### src/rtl/piso_serializer.sv
// Parallel-in serial-out serializer: valid/ready word load, LSB-first shift-out on shift_en strobes.
// Define PISO_PARITY_EN to append one even-parity bit after the last data bit.
module piso_serializer #(
   parameter int WIDTH = 8
) (
   input  logic             clk,
   input  logic             reset_n,
   input  logic             load_valid,
   output logic             load_ready,
   input  logic [WIDTH-1:0] load_data,
   input  logic             shift_en,
   output logic             sout,
   output logic             sout_valid,
   output logic             busy,
   output logic             frame_done
);

   localparam int CW = $clog2(WIDTH);
   localparam logic [CW-1:0] LAST = CW'(WIDTH - 1);

`ifdef PISO_PARITY_EN
   typedef enum logic [1:0] {IDLE = 2'd0, SHIFT = 2'd1, PARITY = 2'd2} state_t;
`else
   typedef enum logic {IDLE = 1'b0, SHIFT = 1'b1} state_t;
`endif

   state_t           r_state;
   state_t           w_next;
   logic [WIDTH-1:0] r_shift;
   logic [CW-1:0]    r_cnt;
   logic             r_done;
   logic             w_load;
   logic             w_step;
   logic             w_end;
`ifdef PISO_PARITY_EN
   logic             r_par;
`endif

   always_ff @(posedge clk or negedge reset_n) begin
      if (!reset_n) r_state <= IDLE;
      else          r_state <= w_next;
   end

   always_comb begin
      w_next = r_state;
      w_load = 1'b0;
      w_step = 1'b0;
      w_end  = 1'b0;
      case (r_state)
         IDLE: begin
            if (load_valid) begin
               w_load = 1'b1;
               w_next = SHIFT;
            end
         end
         SHIFT: begin
            if (shift_en) begin
               w_step = 1'b1;
               if (r_cnt == LAST) begin
`ifdef PISO_PARITY_EN
                  w_next = PARITY;
`else
                  w_next = IDLE;
                  w_end  = 1'b1;
`endif
               end
            end
         end
`ifdef PISO_PARITY_EN
         PARITY: begin
            if (shift_en) begin
               w_next = IDLE;
               w_end  = 1'b1;
            end
         end
`endif
         default: w_next = IDLE;
      endcase
   end

   // Counter stops at LAST so it never wraps, even between frames.
   always_ff @(posedge clk or negedge reset_n) begin
      if (!reset_n) begin
         r_shift <= '0;
         r_cnt   <= '0;
         r_done  <= 1'b0;
      end else begin
         r_done <= w_end;
         if (w_load) begin
            r_shift <= load_data;
            r_cnt   <= '0;
         end else if (w_step) begin
            r_shift <= {1'b0, r_shift[WIDTH-1:1]};
            if (r_cnt != LAST) r_cnt <= r_cnt + CW'(1);
         end
      end
   end

`ifdef PISO_PARITY_EN
   always_ff @(posedge clk or negedge reset_n) begin
      if (!reset_n)    r_par <= 1'b0;
      else if (w_load) r_par <= ^load_data;
   end
`endif

   // Outputs decode registered state only; no input reaches an output combinationally.
   always_comb begin
      load_ready = (r_state == IDLE);
      busy       = (r_state != IDLE);
      sout_valid = (r_state != IDLE);
      frame_done = r_done;
      sout       = 1'b0;
      case (r_state)
         SHIFT:   sout = r_shift[0];
`ifdef PISO_PARITY_EN
         PARITY:  sout = r_par;
`endif
         default: sout = 1'b0;
      endcase
   end

endmodule

### config.mk
export PLATFORM = sky130hd
export DESIGN_NAME = piso_serializer
export DESIGN_NICKNAME = d
export VERILOG_FILES = /design/src/rtl/piso_serializer.sv
export SDC_FILE = /design/constraint.sdc
export NUM_CORES = 1
export LEC_CHECK = 0
export ABC_AREA = 0
export BUFFER_PORTS_ARGS = -buffer_cell sky130_fd_sc_hd__buf_2
export CAP_MARGIN = 0
export CELL_PAD_IN_SITES_DETAIL_PLACEMENT = 1
export CELL_PAD_IN_SITES_GLOBAL_PLACEMENT = 1
export CORE_MARGIN = 8
export CORE_UTILIZATION = 43
export DETAILED_ROUTE_END_ITERATION = 8
export GPL_ROUTABILITY_DRIVEN = 0
export PLACE_DENSITY = 0.83
export SLEW_MARGIN = 20
export SYNTH_ARGS = -nofsm -noshare
export SYNTH_HDL_FRONTEND = slang
export SYNTH_SLANG_ARGS = --single-unit
### constraint.sdc
create_clock -name clk -period 2.94 [get_ports clk]
set_input_delay 0.147 -clock clk [delete_from_list [all_inputs] [get_ports clk]]
set_output_delay 0.147 -clock clk [all_outputs]
set_load 0.02 [all_outputs]
# Word level (Yosys, flattened, before mapping)
# Index checks and enable logic that the tools add are counted.
[word_totals]
regBits = 13
inputBits = 12
output_inout_bits = 5
word_cells = 27
[op_classes]
n_addsub = 1
eq_ne = 2
n_mux = 16
n_bitwise = 1
n_reduce_logical = 3
[ops]
columns = ["cell", "n"]
rows = [
  ["8-bit 2-to-1 mux", 2],
  ["1-bit 2-to-1 mux", 10],
  ["3-bit 2-to-1 mux", 3],
  ["2-bit nonzero test", 2],
  ["3-bit by 1-bit adder with 3-bit output, second input constant", 1],
  ["3-bit == test, second input constant", 1],
  ["3-bit != test, second input constant", 1],
  ["1-bit one-hot mux with 2 select lines", 1],
  ["2-bit AND reduction", 1],
  ["1-bit NOT", 1],
]

# Longest topological paths before layout
[depth]
word_depth = 4
ltp_mapped = 4
depth_no_buf = 4

# Worst setup path before layout
# Ideal clock, no wire load.
[synth_path]
path_type = "register -> output"
start = "reg r_state, in the netlist busy"
end = "out sout"
arrival_time_ns = 1.079
t_required_ns = 2.793
setup_slack_ns = 1.714
path_stages_with_launch = 4
n_path_buf = 2
cell_sequence = "dfrtp_1 -> buf_6 -> buf_4 -> and2_1"
[synth_between]
elab_chain_cells = 1
[synth_lines]
columns = ["element", "line_no", "source"]
rows = [
  ["start, declared", "27", "state_t r_state;"],
  ["start signal, assigned", "41", "else r_state <= w_next;"],
  ["1-bit 2-to-1 mux", "113", "case (r_state)"],
  ["end, declared", "12", "output logic sout,"],
]
# No other way between the ends.

# Worst setup path after layout
# Same ends and word-level chain as after synthesis.

==> run metrics <==
Routed Antenna Nets=0; Worst Setup EP=sout; Final min period=1690 ps; Hold WC Path Type=primary input to flip-flop; Worst EP required=2790 ps; PostCTS Resize Cnt=0; Setup TNS=0 ps; final clock skew=4.59 ps; Vias=545; Seq pwr share=0.489; Pleak=0.476 nW; fill count=195; Setup Fix Bufs, Post-CTS=0; H-tree depth=1; CTS tree=yes; Crit Path Class=flip-flop to output pin; syn nets=76; die width=57.8 µm; sequential-to-total area share from yosys stat=0.434; switching share of power=0.355; io pins=17; Nets=93; met1 wire length=647 µm; Setup WS pre-CTS=1530 ps; status=complete, no violations; Synth Cell Area=749 µm²; clk_lat worst skew=280 ps; area grow syn2layout=12.4%; Antenna Cells=0; YS warnings=0; CTS Hold Buffers Added=1; pin count of the biggest net entering global routing=25; max-slew violations=0; reg2reg end=r_cnt[2]; PortBufs=16; drt drc=0; total track usage=0.103; Worst Setup SP=busy; total grt overflow=0; worst slew pin tran=803 ps; WL met3=142 µm; routed wire length=1.52 mm; internal power=0.000406 W; Critical Path Fanout Max=24; area of the core=1690 µm²; placed wire-length estimate=1.08 mm; CP delay by family, top=flip-flops; kind of end point of the critical path=output pin; count of different cell masters after synthesis=17; Post-Syn Area per Cell=12.1 µm²; CTS Buffer Depth=2; Seq cells post-synth=13; Root Buffer=clkbuf_4; P per Cell Area=748 nW/µm²; Final Cycle Share=0.573; drt pass-1 iters=3; max cap viols=0; final setup vio count=0; Slew HR=0.465; FF-to-FF path depth=4; clk slew on worst S/H paths=80 ps; cells along the critical path=and2_1 > buf_2; reg2reg start=r_cnt[0]; clock power share=0.177; Die Y=57.8 µm; Initial Util=0.444; CP startpoint kind=flip-flop; initial antenna violation count=0; WL per Instance=16.0 µm; critical path's largest stage delay=870 ps; CP Data Arrival Time=1540 ps; Psw=0.000223 W; CTS sink cnt=13; DR iter-0 viols=4; unrepaired setup endpoints after global routing=false; VDD IR max=0.357 mV; cells after synthesis=62; reg2reg setup slack=1550 ps; Top Metal Used=met4; top achievable clock speed=593 MHz; Worst path depth=2; final worst slack=1250 ps; drt via density=5.74; critical path's slowest cell=dfrtp_1; share of cells above drive strength 1=0.256; routed wl met2=724 µm; row cnt=15; first-pass GRT wire length=2.67 mm; die area=3340 µm²; vias in the first global route=589; combinational share of power=0.334; total CTS buffers=3; endpoints failing hold=0; Buf/Inv on CP=1
[sequential cells by signal, summed over array words and instances, names as in the netlist]
| register | count |
|---|---|
| busy | 1 |
| r_cnt | 3 |
| frame_done | 1 |
| r_shift | 8 |
[per-stage QoR]
step / utilization / cell area (µm²) / power [W] / hold WS (ps) / instances
floorplan: - / 749 / 0.000466 / -149 / 62
global placement: 0.477 / 806 / 0.000505 / 55.0 / 90
global route: 0.499 / 842 / 0.000683 / 148 / 95
finish: 0.499 / 842 / 0.000629 / 160 / 95
detailed placement: 0.477 / 806 / 0.000527 / 50.2 / 90
CTS: 0.499 / 842 / 0.000642 / 153 / 95
[area by class of cell]
type	count	area [µm²]	share of cell area
clock buffers	4	26.3	0.0312
multi-input cells	43	375	0.446
repair buffers	17	90.1	0.107
well taps	17	21.3	0.0253
flip-flops and latches	13	325	0.386
inverters	1	3.75	0.00446
[metal layers]
| metal | up-vias | track usage |
|---|---|---|
| met1 | 271 | 0.119 |
| met2 | 16 | 0.156 |
| met3 | 2 | 0.0618 |
| li1 | 256 | - |
| met4 | 0 | 0.0315 |
| met5 | - | 0 |
[worst min path at each step]
stage            endpoint  cells after the start         start  slack, ps
6_report       r_shift[1]                      3  load_data[1]        160
5_1_grt        r_shift[1]                      3  load_data[1]        150
4_1_cts        r_shift[1]                      3  load_data[1]        150
3_5_place_dp     r_cnt[1]                      1       reset_n         50
3_3_place_gp     r_cnt[1]                      1       reset_n         50
2_1_floorplan        busy                      0       reset_n       -150
[cells by family after synthesis]
family | after synthesis | share of synthesized area
adder cells (fa/ha/maj) | 2 | 0.0334
flip-flops | 13 | 0.434
AO/OA/AOI/OAI | 4 | 0.0451
multiplexers | 22 | 0.294
buffers and inverters | 6 | 0.0651
AND/OR/NAND/NOR | 15 | 0.129
[power groups by stage]
stage / clock network, W / logic, W / registers [W]
after floorplan: 0 / 0.000180 / 0.000286
after global placement: 0 / 0.000199 / 0.000306
after detailed placement: 0 / 0.000215 / 0.000311
after CTS: 0.000117 / 0.000217 / 0.000308
after global routing: 0.000126 / 0.000241 / 0.000316
final: 0.000111 / 0.000210 / 0.000308
[cell usage in the layout, fill, tap and decap left out]
cell / netlist / routed
and2_1: 1 / 1
and3_1: 1 / 1
buf_2: 0 / 16
clkbuf_1: 0 / 1
clkbuf_4: 0 / 3
dfrtp_1: 13 / 13
dlygate4sd3_1: 0 / 1
ha_1: 2 / 2
inv_1: 1 / 1
mux2i_1: 22 / 22
nand2_1: 4 / 4
nand4b_1: 2 / 2
nand4bb_1: 1 / 1
nor2_1: 2 / 2
nor2b_1: 1 / 1
o211ai_1: 2 / 2
o211ai_2: 1 / 1
o22ai_1: 1 / 1
or3b_1: 3 / 3
[cell usage after synthesis]
| master | number | area, µm² |
|---|---|---|
| o211ai_2 | 1 | 12.5 |
| nand2_1 | 4 | 15.0 |
| ha_1 | 2 | 25.0 |
| buf_6 | 2 | 22.5 |
| and3_1 | 1 | 6.26 |
| or3b_1 | 3 | 26.3 |
| and2_1 | 1 | 6.26 |
| nand4b_1 | 2 | 17.5 |
| dfrtp_1 | 13 | 325 |
| buf_4 | 3 | 22.5 |
| inv_1 | 1 | 3.75 |
| nor2b_1 | 1 | 6.26 |
| nor2_1 | 2 | 7.51 |
| nand4bb_1 | 1 | 11.3 |
| mux2i_1 | 22 | 220 |
| o22ai_1 | 1 | 6.26 |
| o211ai_1 | 2 | 15.0 |
[worst reg2reg max path, cell delays in order, from the launching register on]
cell	delay [ps]
dfrtp_1	420
ha_1	220
ha_1	230
nor2b_1	250
o211ai_1	140
Power figures use the tool's default switching activity.
